$ cat src/rtl/pps_status_monitor_pkg.sv
// Purpose : shared LED mode encodings, status_code bit positions and error-count limit.
// Latency : n/a (declarations only).
// Backpressure: n/a.
package t2mi_status_pkg;

  // Status LED blink modes; the encoding is visible on the led_mode pins.
  typedef enum logic [1:0] {
    LED_OK     = 2'd0,
    LED_ERR    = 2'd1,
    LED_NOSYNC = 2'd2,
    LED_NOCAM  = 2'd3
  } led_mode_e;

  // Bit positions inside status_code = {cam_ready, sync_locked, autonomous_r, system_error}.
  localparam int SC_SYS_ERR = 0;
  localparam int SC_AUTO    = 1;
  localparam int SC_SYNC    = 2;
  localparam int SC_CAM     = 3;

  localparam logic [7:0] ERR_COUNT_MAX = 8'hFF;

endpackage

$ cat src/rtl/pps_status_monitor_if.sv
// Purpose : bundles the status inputs and board-facing status outputs of the monitor.
// Latency : n/a (wires only).
// Backpressure: none; all signals are levels or single-cycle pulses.
// master = status sources / board side, slave = pps_status_monitor.
interface pps_status_if #(
  parameter int NUM_ERR = 4
);
  logic [NUM_ERR-1:0] err_in;
  logic [NUM_ERR-1:0] err_mask;
  logic               err_clear;
  logic               t2mi_lock;
  logic               pps_lock;
  logic               cam_present;
  logic               cam_init;
  logic               cam_bypass;
  logic               autonomous;

  logic               sync_locked;
  logic               cam_ready;
  logic               system_error;
  logic [NUM_ERR-1:0] err_sticky;
  logic [7:0]         err_count;
  logic [3:0]         status_code;
  logic [1:0]         led_mode;
  logic               led;

  modport master (
    output err_in, err_mask, err_clear, t2mi_lock, pps_lock,
           cam_present, cam_init, cam_bypass, autonomous,
    input  sync_locked, cam_ready, system_error, err_sticky,
           err_count, status_code, led_mode, led
  );

  modport slave (
    input  err_in, err_mask, err_clear, t2mi_lock, pps_lock,
           cam_present, cam_init, cam_bypass, autonomous,
    output sync_locked, cam_ready, system_error, err_sticky,
           err_count, status_code, led_mode, led
  );
endinterface

$ cat src/rtl/pps_status_monitor_lock_filter.sv
// Purpose : debounces a raw lock level; locked rises only after LOCK_FILTER consecutive raw cycles.
// Latency : rise LOCK_FILTER+1 cycles after raw rises, fall 1 cycle after raw drops.
// Backpressure: none.
// Ports: clk, rst_n (async active-low), raw (lock level in), locked (filtered lock out).
module status_lock_filter #(
  parameter int LOCK_FILTER = 16
) (
  input  logic clk,
  input  logic rst_n,
  input  logic raw,
  output logic locked
);
  localparam int CW = (LOCK_FILTER < 1) ? 1 : $clog2(LOCK_FILTER + 1);
  localparam logic [CW-1:0] CNT_MAX = CW'(LOCK_FILTER);

  logic [CW-1:0] lock_cnt_q, lock_cnt_d;
  logic          locked_q, locked_d;

  always_comb begin
    lock_cnt_d = '0;
    if (raw) begin
      lock_cnt_d = (lock_cnt_q == CNT_MAX) ? lock_cnt_q : lock_cnt_q + 1'b1;
    end
    // Gating with raw gives the fast drop on loss: one low cycle is enough.
    locked_d = raw && (lock_cnt_q == CNT_MAX);
  end

  always_ff @(posedge clk or negedge rst_n) begin
    if (!rst_n) begin
      lock_cnt_q <= '0;
      locked_q   <= 1'b0;
    end else begin
      lock_cnt_q <= lock_cnt_d;
      locked_q   <= locked_d;
    end
  end

  assign locked = locked_q;
endmodule

$ cat src/rtl/pps_status_monitor.sv
// Purpose : aggregates maskable error sources, filters sync lock and drives status code + blinking LED.
// Latency : all outputs registered or comb from registers; 1 cycle from inputs (lock: LOCK_FILTER+1).
// Backpressure: none; inputs are sampled every cycle.
// Ports: clk, rst_n (async active-low), bus (pps_status_if.slave: error/lock/CAM inputs,
//        sync_locked/cam_ready/system_error/err_sticky/err_count/status_code/led_mode/led outputs).
module pps_status_monitor
  import t2mi_status_pkg::*;
#(
  parameter int NUM_ERR     = 4,
  parameter int LOCK_FILTER = 16,
  parameter int PRESCALE_W  = 24,
  parameter int FAST_BIT    = 20,
  parameter int SLOW_BIT    = 22
) (
  input logic         clk,
  input logic         rst_n,
  pps_status_if.slave bus
);

  // ---------------- lock filter ----------------
  logic sync_locked;

  status_lock_filter #(
    .LOCK_FILTER(LOCK_FILTER)
  ) u_lock_filter (
    .clk   (clk),
    .rst_n (rst_n),
    .raw   (bus.t2mi_lock & bus.pps_lock),
    .locked(sync_locked)
  );

  // ---------------- errors ----------------
  logic [NUM_ERR-1:0] em;
  logic [NUM_ERR-1:0] em_prev_q, em_prev_d;
  logic [NUM_ERR-1:0] err_sticky_q, err_sticky_d;
  logic [7:0]         err_count_q, err_count_d;
  logic               onset;
  logic               system_error;

  assign em           = bus.err_in & ~bus.err_mask;
  // Onset is a transition of the aggregate, so a held error counts once.
  assign onset        = (|em) & ~(|em_prev_q);
  assign system_error = |err_sticky_q;

  always_comb begin
    em_prev_d    = em;
    // A new error in the clear cycle survives the clear.
    err_sticky_d = em | (err_sticky_q & ~{NUM_ERR{bus.err_clear}});
    err_count_d  = err_count_q;
    if (bus.err_clear) begin
      err_count_d = onset ? 8'd1 : 8'd0;
    end else if (onset && (err_count_q != ERR_COUNT_MAX)) begin
      err_count_d = err_count_q + 8'd1;
    end
  end

  // ---------------- CAM / autonomous flags ----------------
  logic cam_ready_q, cam_ready_d;
  logic autonomous_q, autonomous_d;

  always_comb begin
    cam_ready_d  = bus.cam_present & bus.cam_init;
    autonomous_d = bus.autonomous;
  end

  always_ff @(posedge clk or negedge rst_n) begin
    if (!rst_n) begin
      em_prev_q    <= '0;
      err_sticky_q <= '0;
      err_count_q  <= '0;
      cam_ready_q  <= 1'b0;
      autonomous_q <= 1'b0;
    end else begin
      em_prev_q    <= em_prev_d;
      err_sticky_q <= err_sticky_d;
      err_count_q  <= err_count_d;
      cam_ready_q  <= cam_ready_d;
      autonomous_q <= autonomous_d;
    end
  end

  // ---------------- LED FSM ----------------
  led_mode_e              led_mode_q, led_mode_d;
  logic [PRESCALE_W-1:0]  presc_q, presc_d;
  logic                   led_q, led_d;

  // State register.
  always_ff @(posedge clk or negedge rst_n) begin
    if (!rst_n) begin
      led_mode_q <= LED_OK;
    end else begin
      led_mode_q <= led_mode_d;
    end
  end

  // Next state: fixed priority ERR > NOSYNC > NOCAM > OK.
  always_comb begin
    led_mode_d = LED_OK;
    if (system_error) begin
      led_mode_d = LED_ERR;
    end else if (!sync_locked) begin
      led_mode_d = LED_NOSYNC;
    end else if (!bus.cam_bypass && !cam_ready_q) begin
      led_mode_d = LED_NOCAM;
    end
  end

  // Outputs: prescaler restarts on every mode change so each pattern opens
  // with its OFF phase; led is derived from the next mode/prescaler so it
  // lines up with the registered led_mode.
  always_comb begin
    presc_d = (led_mode_d != led_mode_q) ? '0 : presc_q + 1'b1;
    led_d   = 1'b1;
    case (led_mode_d)
      LED_OK:     led_d = 1'b1;
      LED_ERR:    led_d = presc_d[FAST_BIT];
      LED_NOSYNC: led_d = presc_d[SLOW_BIT];
      LED_NOCAM:  led_d = presc_d[PRESCALE_W-1];
      default:    led_d = 1'b1;
    endcase
  end

  always_ff @(posedge clk or negedge rst_n) begin
    if (!rst_n) begin
      presc_q <= '0;
      led_q   <= 1'b0;
    end else begin
      presc_q <= presc_d;
      led_q   <= led_d;
    end
  end

  // ---------------- output mapping ----------------
  logic [3:0] status_code;

  always_comb begin
    status_code             = 4'd0;
    status_code[SC_CAM]     = cam_ready_q;
    status_code[SC_SYNC]    = sync_locked;
    status_code[SC_AUTO]    = autonomous_q;
    status_code[SC_SYS_ERR] = system_error;
  end

  assign bus.sync_locked  = sync_locked;
  assign bus.cam_ready    = cam_ready_q;
  assign bus.system_error = system_error;
  assign bus.err_sticky   = err_sticky_q;
  assign bus.err_count    = err_count_q;
  assign bus.status_code  = status_code;
  assign bus.led_mode     = led_mode_q;
  assign bus.led          = led_q;

endmodule

$ cat src/flat_wrapper.sv
// flat-port wrapper written by rule: the top's interface ports become plain ports
module pps_status_monitor_flat import t2mi_status_pkg::*;
#(
  parameter int NUM_ERR     = 4,
  parameter int LOCK_FILTER = 16,
  parameter int PRESCALE_W  = 24,
  parameter int FAST_BIT    = 20,
  parameter int SLOW_BIT    = 22
)
  (clk, rst_n, bus_err_in, bus_err_mask, bus_err_clear, bus_t2mi_lock, bus_pps_lock, bus_cam_present, bus_cam_init, bus_cam_bypass, bus_autonomous, bus_sync_locked, bus_cam_ready, bus_system_error, bus_err_sticky, bus_err_count, bus_status_code, bus_led_mode, bus_led);
  pps_status_if #(.NUM_ERR(NUM_ERR)) bus_i ();
  input logic clk;
  input logic rst_n;
  input wire logic [$bits(bus_i.err_in)-1:0] bus_err_in;
  input wire logic [$bits(bus_i.err_mask)-1:0] bus_err_mask;
  input wire logic [$bits(bus_i.err_clear)-1:0] bus_err_clear;
  input wire logic [$bits(bus_i.t2mi_lock)-1:0] bus_t2mi_lock;
  input wire logic [$bits(bus_i.pps_lock)-1:0] bus_pps_lock;
  input wire logic [$bits(bus_i.cam_present)-1:0] bus_cam_present;
  input wire logic [$bits(bus_i.cam_init)-1:0] bus_cam_init;
  input wire logic [$bits(bus_i.cam_bypass)-1:0] bus_cam_bypass;
  input wire logic [$bits(bus_i.autonomous)-1:0] bus_autonomous;
  output wire logic [$bits(bus_i.sync_locked)-1:0] bus_sync_locked;
  output wire logic [$bits(bus_i.cam_ready)-1:0] bus_cam_ready;
  output wire logic [$bits(bus_i.system_error)-1:0] bus_system_error;
  output wire logic [$bits(bus_i.err_sticky)-1:0] bus_err_sticky;
  output wire logic [$bits(bus_i.err_count)-1:0] bus_err_count;
  output wire logic [$bits(bus_i.status_code)-1:0] bus_status_code;
  output wire logic [$bits(bus_i.led_mode)-1:0] bus_led_mode;
  output wire logic [$bits(bus_i.led)-1:0] bus_led;
  assign bus_i.err_in = bus_err_in;
  assign bus_i.err_mask = bus_err_mask;
  assign bus_i.err_clear = bus_err_clear;
  assign bus_i.t2mi_lock = bus_t2mi_lock;
  assign bus_i.pps_lock = bus_pps_lock;
  assign bus_i.cam_present = bus_cam_present;
  assign bus_i.cam_init = bus_cam_init;
  assign bus_i.cam_bypass = bus_cam_bypass;
  assign bus_i.autonomous = bus_autonomous;
  assign bus_sync_locked = bus_i.sync_locked;
  assign bus_cam_ready = bus_i.cam_ready;
  assign bus_system_error = bus_i.system_error;
  assign bus_err_sticky = bus_i.err_sticky;
  assign bus_err_count = bus_i.err_count;
  assign bus_status_code = bus_i.status_code;
  assign bus_led_mode = bus_i.led_mode;
  assign bus_led = bus_i.led;
  pps_status_monitor #(.NUM_ERR(NUM_ERR), .LOCK_FILTER(LOCK_FILTER), .PRESCALE_W(PRESCALE_W), .FAST_BIT(FAST_BIT), .SLOW_BIT(SLOW_BIT)) u_core (.clk(clk), .rst_n(rst_n), .bus(bus_i));
endmodule
$ cat config.mk
export PLATFORM = sky130hd
export DESIGN_NAME = pps_status_monitor_flat
export DESIGN_NICKNAME = d
export VERILOG_FILES = /design/src/rtl/pps_status_monitor_pkg.sv /design/src/rtl/pps_status_monitor_if.sv /design/src/rtl/pps_status_monitor_lock_filter.sv /design/src/rtl/pps_status_monitor.sv /design/src/flat_wrapper.sv
export SDC_FILE = /design/constraint.sdc
export NUM_CORES = 1
export LEC_CHECK = 0
export CAP_MARGIN = 10
export CORE_UTILIZATION = 53
export CTS_CLUSTER_SIZE = 40
export DETAILED_ROUTE_END_ITERATION = 8
export PLACE_DENSITY = 0.79
export SETUP_SLACK_MARGIN = 0.5
export SYNTH_ARGS = -nofsm -noshare
export SYNTH_HDL_FRONTEND = slang
export SYNTH_SLANG_ARGS = --single-unit
$ cat constraint.sdc
create_clock -name clk -period 2.65 [get_ports clk]
set_clock_uncertainty 0.15 [all_clocks]
set_input_delay 0.53 -clock clk [delete_from_list [all_inputs] [get_ports clk]]
set_output_delay 0.53 -clock clk [all_outputs]
set_load 0.02 [all_outputs]
-- Word-level counts from Yosys, hierarchy flattened
Cells that the tools add are included.
- bits of input ports: 17
- output and inout bits: 22
- bits in registers: 51
- muxes and demuxes: 10
- bitwise logic cells: 9
- add/subtract/negate cells: 3
- equal/unequal tests: 7
- reductions and logical operators: 10
- operator list (cell ; number):
    adder 24 x 1 -> 24 bit, second input constant ; 1
    2-to-1 mux 24 bit ; 1
    2-to-1 mux 8 bit ; 2
    OR reduction 4 bit ; 3
    2-to-1 mux 5 bit ; 2
    adder 8 x 1 -> 8 bit, second input constant ; 1
    AND 4 bit ; 2
    != test 8 bit, second input constant ; 1
    NOT 4 bit ; 2
    2-to-1 mux 2 bit ; 3
    adder 5 x 1 -> 5 bit, second input constant ; 1
    == test 5 bit, second input constant ; 1
    == test 2 bit, second input constant ; 2
    OR 4 bit ; 1
    one-hot mux 1 bit (4 select lines) ; 1
    AND 1 bit ; 3
    logical AND 1 bit ; 3
    == test 2 x 1 -> 1 bit, second input constant ; 1
    logical NOT 1 bit ; 2
    logical NOT 2 bit ; 1
    != test 2 bit ; 1
    != test 2 bit, second input constant ; 1
    nonzero test 2 bit ; 1
    2-to-1 mux 1 bit ; 1
    NOT 1 bit ; 1

-- Logic depth before layout (Yosys ltp)
Gate-level depths: netlist of run 1.
- depth in word-level cells: 8
- mapped depth: 7
- depth with buffers taken out: 7

-- By module
Synthesis of run 1 repeated with hierarchy kept, for this count alone.
- cell total of the unflattened synthesis: 232
- area total of the unflattened synthesis: 2397.3 um^2
- by module, submodules not included (module ; instances ; area an instance (um^2) ; cells an instance):
    pps_status_monitor ; 1 ; 2078.2 ; 203
    status_lock_filter ; 1 ; 319.1 ; 29

-- Worst setup path before layout of run 1
Ideal clock, no wire load.
- path kind: flip-flop to flip-flop
- from: reg u_core.presc_q[0]
- to: reg u_core.led_q, in the netlist u_core.bus.led
- slack: 0.503 ns
- stages on the path, launching flop included: 8
- arrival time: 1.900 ns
- required time: 2.404 ns
- library setup time: 0.096 ns
- path buffers: 0
- clock period less this slack: 2.147 ns
- cells stage by stage: dfrtp_1 ha_1 nand4_1 or4_1 or3_1 a21oi_2 o221ai_2 o31ai_1
- word-level cells in the longest chain between the ends: 3
- ends and longest elaborated chain (what ; line ; text):
    start, declared ; pps_status_monitor.sv:84 ; logic [PRESCALE_W-1:0] presc_q, presc_d;
    start signal, assigned ; pps_status_monitor.sv:128 ; presc_q <= presc_d;
    adder 24 x 1 -> 24 bit ; pps_status_monitor.sv:112 ; presc_d = (led_mode_d != led_mode_q) ? '0 : presc_q + 1'b1;
    2-to-1 mux 24 bit ; pps_status_monitor.sv:112 ;
    net u_core.presc_d[22] ; pps_status_monitor.sv:84 ;
    one-hot mux 1 bit (4 select lines) ; pps_status_monitor.sv:114 ; case (led_mode_d)
    net u_core.led_d ; pps_status_monitor.sv:85 ; logic led_q, led_d;
    end signal, assigned ; pps_status_monitor.sv:129 ; led_q <= led_d;
    end, declared ; pps_status_monitor.sv:85 ;
The timed path passes the listed nets, and every way through them passes these cells.
A chain may end at the register's enable or synchronous reset.

-- Final worst setup path of run 1
Ends and elaborated chain as after synthesis.

==> results of run 1 <==
-- critical path: stages (launching register included) --
cell and delay [ns]:
dfrtp_1 0.39, ha_2 0.22, nand4_1 0.19, or4_4 0.49, or3_1 0.35, a21oi_2 0.18, o221ai_2 0.10, o31ai_1 0.07
-- layout make-up --
cell class / count / area, sq um
sequential: 51 / 1280
fill: 294 / 1130
multi-input combinational: 163 / 1090
timing repair buffer: 51 / 470
clock buffer: 5 / 68.8
tap: 50 / 62.6
inverter: 6 / 22.5
clock inverter: 3 / 20.0
-- report_power, final --
part           total (mW)  switching (mW)  internal (mW)  leakage, nW
Combinational       0.235           0.120          0.116        0.583
Clock               0.438           0.254          0.184       0.0402
Sequential          0.862          0.0451          0.817        0.685
-- sequential cells by signal (all words and copies together), names as in the netlist --
name and flops:
u_core.autonomous_q 1, u_core.bus.cam_ready 1, u_core.bus.err_count 8, u_core.bus.err_sticky 4, u_core.bus.led 1, u_core.bus.led_mode 2
u_core.em_prev_q 4, u_core.presc_q 24, u_core.u_lock_filter.lock_cnt_q 5, u_core.u_lock_filter.locked 1
-- kinds of logic (layout without fill, tap and decap cells) --
logic type,after synthesis,in the layout
AND/OR/NAND/NOR,111,111
adder cells (fa/ha/maj),4,4
buffers and inverters,13,65
XOR/XNOR,28,28
multiplexers,4,4
flip-flops,51,51
AO/OA/AOI/OAI,16,16
-- layer usage --
metal | part of all wire (%) | GRT usage (%)
met1 | 48 | 26.6
met2 | 48 | 36.4
met3 | 3.6 | 4.44
met4 | 0.45 | 4.85
met5 | 0 | 0
-- how the worst min path moves through the flow --
| stage | startpoint | end | slack, ns | cells after the start |
|---|---|---|---|---|
| detailed placement | u_core.presc_q[0] | u_core.presc_q[0] | 0.34 | 1 |
| global route | rst_n | u_core.presc_q[0] | 0.15 | 1 |
| floorplan | rst_n | u_core.autonomous_q | 0.08 | 0 |
| CTS | rst_n | u_core.autonomous_q | 0.11 | 1 |
| global placement | u_core.presc_q[0] | u_core.presc_q[0] | 0.33 | 1 |
| finish | rst_n | u_core.bus.err_count[6] | 0.1 | 1 |
-- what timing repair did --
item	4_1_cts	5_1_grt
pin swaps	0	3
buffers inserted	0	3
setup endpoints to repair	12	11
resized for setup	5	14
-- stage by stage --
stage	worst slack, ns	utilization, %
after floorplan	0.503	-
after global placement	0.150	68.7
after detailed placement	0.0539	68.7
after CTS	0.302	71.1
after global routing	0.310	72.7
final	0.415	72.7
-- cells in the mapped netlist --
library cell,number
or2_2,1
nand2_1,17
a31oi_1,1
and2_1,1
or3_1,2
nor4_4,1
or3b_2,1
a21oi_2,2
nand3_1,12
buf_4,4
dfrtp_1,51
nand4_1,9
nor4bb_1,1
clkbuf_1,3
or3_4,1
nor3b_1,1
or4_4,1
o221ai_2,1
nand4_2,1
a21oi_1,2
and4_1,2
nor2_1,42
ha_1,4
xor2_1,17
or4_1,1
inv_1,6
o31ai_1,2
o32ai_1,1
o21ai_0,2
and3_1,3
nor3_1,4
o41ai_1,1
mux2i_1,4
xnor2_1,11
nand2b_1,1
nor4_1,2
a21o_1,4
nor2b_1,7
==> results.md, run 1 <==
* Status: complete, no violations
* Horiz. Die Dim at 68.9 um
* WL final at 4.63 mm
* # DRC at 0
* Row cnt at 23
* H-tree levels at 2
* ANT cells at 0
* Area of the core at 4140 sq um
* Largest net degree at the start of global routing at 30
* P&R area growth vs syn at 27.2%
* Reg clk slew, reported paths at 0.09 ns
* Hold buffer count at CTS at 0
* Final Hold Viols at 0
* Post-Synth XOR/XNOR Area at 10.4%
* Vias at 1757
* Worst setup endpoint: u_core.bus.led
* Crit path launch: u_core.presc_q[0]
* I/O pin cnt at 39
* GRT overflow at 0
* Routed len/inst at 14.1 um
* Slew Limit Fails at 0
* P_leak at 1.31 nW
* Initial antenna violation count at 0
* Initial core utilization at 57.2%
* FF+latch count, synth at 51
* Routed vias/inst at 5.34
* Mapped Nets at 248
* Crit path max fanout at 4
* Sequential area share after synthesis at 53.9%
* TritonCTS clock tree: built
* Worst setup SP type: register
* CTS buffer count at 5
* Mapped Cells at 227
* R2R Path End: u_core.bus.led
* Critical Path Sink Type: register
* Ranking of synthesized cells by area: dfrtp_1 54%, nor2_1 6.7%, xor2_1 6.3%
* Fmax at 0.447 GHz
* R2R depth at 7
* Setup CP Type: reg -> reg
* Min-Delay Path Class: in -> async
* Finish-stage setup viols at 0
* Die area at 4740 sq um
* Min Clock Period, post-route at 2.23 ns
* Sinks on Clock Net at 51
* Most frequent cells in the layout: 50 x dfrtp_1, 41 x nor2_1, 34 x clkdlybuf4s50_1, 17 x nand2_1, 17 x xor2_1
* Critical path data required time at 2.70 ns
* First-pass DRT Iterations at 4
* Pwr Total at 1.54 mW
* Area share of the largest cell type after synthesis at 53.9%
* Post-Synth Adder-Cell Area at 2.11%
* Post-route cell area at 3010 sq um
* Post-Synth Simple-Gate Area at 24.1%
* Launch point of the worst reg-to-reg path: u_core.presc_q[0]
* Unrepaired setup endpoints after global routing: yes
* Largest family of logic cells by synthesized area: simple AND/OR/NAND/NOR gates
* Post-Syn Area at 2370 sq um
* Cells after DPL at 318
* HPWL after detailed placement at 3.17 mm
* # nets final at 299
* Share of cells above drive strength 1 at 15.8%
* Chip Height at 68.9 um
* First-pass GRT wire length at 7.32 mm
* Count of different cell masters after synthesis at 38
* Mux share of post-synthesis cell area at 1.69%
* Commonest non-fill, non-tap cell in the layout: dfrtp_1
* Gr usage total at 21.0%
* Measured slew at the worst slew-check pin at 0.858 ns
* GP Congestion at 0.823
* Layout Cells excl Fill at 329
* Syn Area/Cell at 10.4 sq um
* Worst-skew pair later-pin latency at 0.30 ns
* Power per cell area at 510 nW/um^2
* Setup TNS Final at 0 ns
* DP Area at 2850 sq um
* Min Hold Slack at 0.0996 ns
* Number of global-route vias before repair at 1686
* Flop-to-flop setup slack at 0.42 ns
* Area leader, netlist: dfrtp_1
* Longest Clk Path Bufs at 2
* Ys Warns at 0
* Critical Path AT at 2.29 ns
* Slew HR at 42.0%
* Max Cap Viol at 0
* Synth Area in Compound Gates at 5.12%
* Tcrit/Tclk final at 84.3%
* Post-route ant nets at 0
* Maximum VDD drop at 0.309 mV
* Clk root buf: clkbuf_8
* First DRT Iteration DRCs at 83
* IO Port Bufs at 38
No activity file was read; power rests on OpenSTA's default activity.
==> run 2, diff against run 1 <==
==> constraint.sdc (replaced) <==
create_clock -name clk -period 2.3 [get_ports clk]
set_clock_uncertainty 0.15 [all_clocks]
set_input_delay 0.46 -clock clk [delete_from_list [all_inputs] [get_ports clk]]
set_output_delay 0.46 -clock clk [all_outputs]
set_load 0.02 [all_outputs]
==> run 2 against run 1 <==
Effect of this change: count of clock-buffer cells in the layout grew 2; register-to-register slack worse by 0.19 ns; final area grew 14%; die area unchanged; core utilization grew 10 points; worst hold slack better by 0.0019 ns; critical path type unchanged; critical endpoint unchanged; highest routed layer unchanged.
==> results.md, run 2 (same netlist as run 1, synthesis figures left out) <==
* Most frequent cells in the layout: 47 x dfrtp_1, 40 x buf_4, 38 x nor2_1, 28 x dlygate4sd2_1, 17 x xor2_1
* GP Congestion at 0.834
* Max Cap Viol at 0
* Post-route cell area at 3430 sq um
* H-tree levels at 2
* Row cnt at 23
* Layout Cells excl Fill at 360
* Clk root buf: clkbuf_8
* Worst setup SP type: register
* Area of the core at 4140 sq um
* R2R Path End: u_core.bus.led
* Launch point of the worst reg-to-reg path: u_core.presc_q[16]
* Crit path launch: u_core.presc_q[16]
* Fillers at 252
* Min-Delay Path Class: in -> async
* Final Hold Viols at 0
* Critical Path Sink Type: register
* Slew HR at 58.1%
* Critical Path AT at 2.13 ns
* Gr usage total at 25.5%
* Flop-to-flop setup slack at 0.23 ns
* Measured slew at the worst slew-check pin at 0.629 ns
* P&R area growth vs syn at 44.7%
* Cells after DPL at 321
* Commonest non-fill, non-tap cell in the layout: dfrtp_1
* Chip Height at 68.9 um
* IO Port Bufs at 38
* First DRT Iteration DRCs at 121
* Min Hold Slack at 0.101 ns
* Status: complete, no violations
* Fmax at 0.483 GHz
* DP Area at 2910 sq um
* Routed vias/inst at 5.45
* Longest Clk Path Bufs at 2
* Routed len/inst at 15.6 um
* I/O pin cnt at 39
* Maximum VDD drop at 0.455 mV
* First-pass GRT wire length at 8.60 mm
* Pwr Total at 1.83 mW
* Min Clock Period, post-route at 2.07 ns
* Pre-CTS WS at 0.0180 ns
* Reg clk slew, reported paths at 0.08 ns
* Crit path max fanout at 5
* TritonCTS clock tree: built
* GRT overflow at 0
* Initial antenna violation count at 0
* Sinks on Clock Net at 51
* Unrepaired setup endpoints after global routing: yes
* Horiz. Die Dim at 68.9 um
* Final core occ at 82.7%
* Die area at 4740 sq um
* Initial core utilization at 57.2%
* Finish-stage setup viols at 0
* First-pass DRT Iterations at 4
* R2R depth at 6
* CTS buffer count at 5
* HPWL after detailed placement at 3.16 mm
* Final WS setup at 0.228 ns
* # DRC at 0
* Share of cells above drive strength 1 at 30.6%
* Setup CP Type: reg -> reg
* Slew Limit Fails at 0
* WL final at 5.62 mm
* # nets final at 331
* Setup TNS Final at 0 ns
* ANT cells at 0
* Top reg by flops: u_core.presc_q
* Largest net degree at the start of global routing at 52
* Critical path data required time at 2.35 ns
* Post-route ant nets at 0
* Power per cell area at 533 nW/um^2
* P_leak at 1.62 nW
* Number of flip-flops in the largest register at 24
* Worst-skew pair later-pin latency at 0.31 ns
* Number of global-route vias before repair at 1933
* Tcrit/Tclk final at 90.1%
* Vias at 1963
## run 2: per-layer routing
metal | wire, um | GRT usage (%) | up-vias
li1 | - | - | 932
met1 | 2370 | 29.4 | 959
met2 | 2910 | 44.9 | 63
met3 | 259 | 4.77 | 9
met4 | 87 | 13.0 | 0
met5 | 0 | 0 | -
## run 2: worst max-delay path, cell delays in order (launching register included)
cell and delay, ns:
dfrtp_1 0.43, and4_1 0.30, nand4_1 0.25, or4_4 0.50, a21oi_4 0.16, o221ai_2 0.11
o31ai_1 0.08
## run 2: power breakdown
part,switching (mW),internal (mW)
combinational,0.173,0.174
clock,0.277,0.210
sequential,0.0509,0.942
## run 2: what timing repair did
item                                    in CTS  in global routing
hold endpoints to repair                     0                  0
pin swaps                                   13                 15
cloned                                       0                  0
endpoints found under the setup margin      55                 36
resized for setup                           57                 28
hold buffers                                 0                  0
setup buffers                               26                  6
## run 2: area by class of cell
type	instances	area [sq um]	area share, %
flip-flops and latches	51	1280	37.4
clock buffers	7	76.3	2.23
inverters	6	22.5	0.657
well taps	50	62.6	1.83
repair buffers	83	699	20.4
multi-input cells	163	1280	37.5
## run 2: how the worst max path moves through the flow
stage,to,depth (start not counted)
2_1_floorplan,u_core.bus.led,7
3_3_place_gp,u_core.bus.err_count[5],7
3_5_place_dp,u_core.bus.err_count[5],7
4_1_cts,u_core.bus.led,6
5_1_grt,u_core.bus.led,7
6_report,u_core.bus.led,6
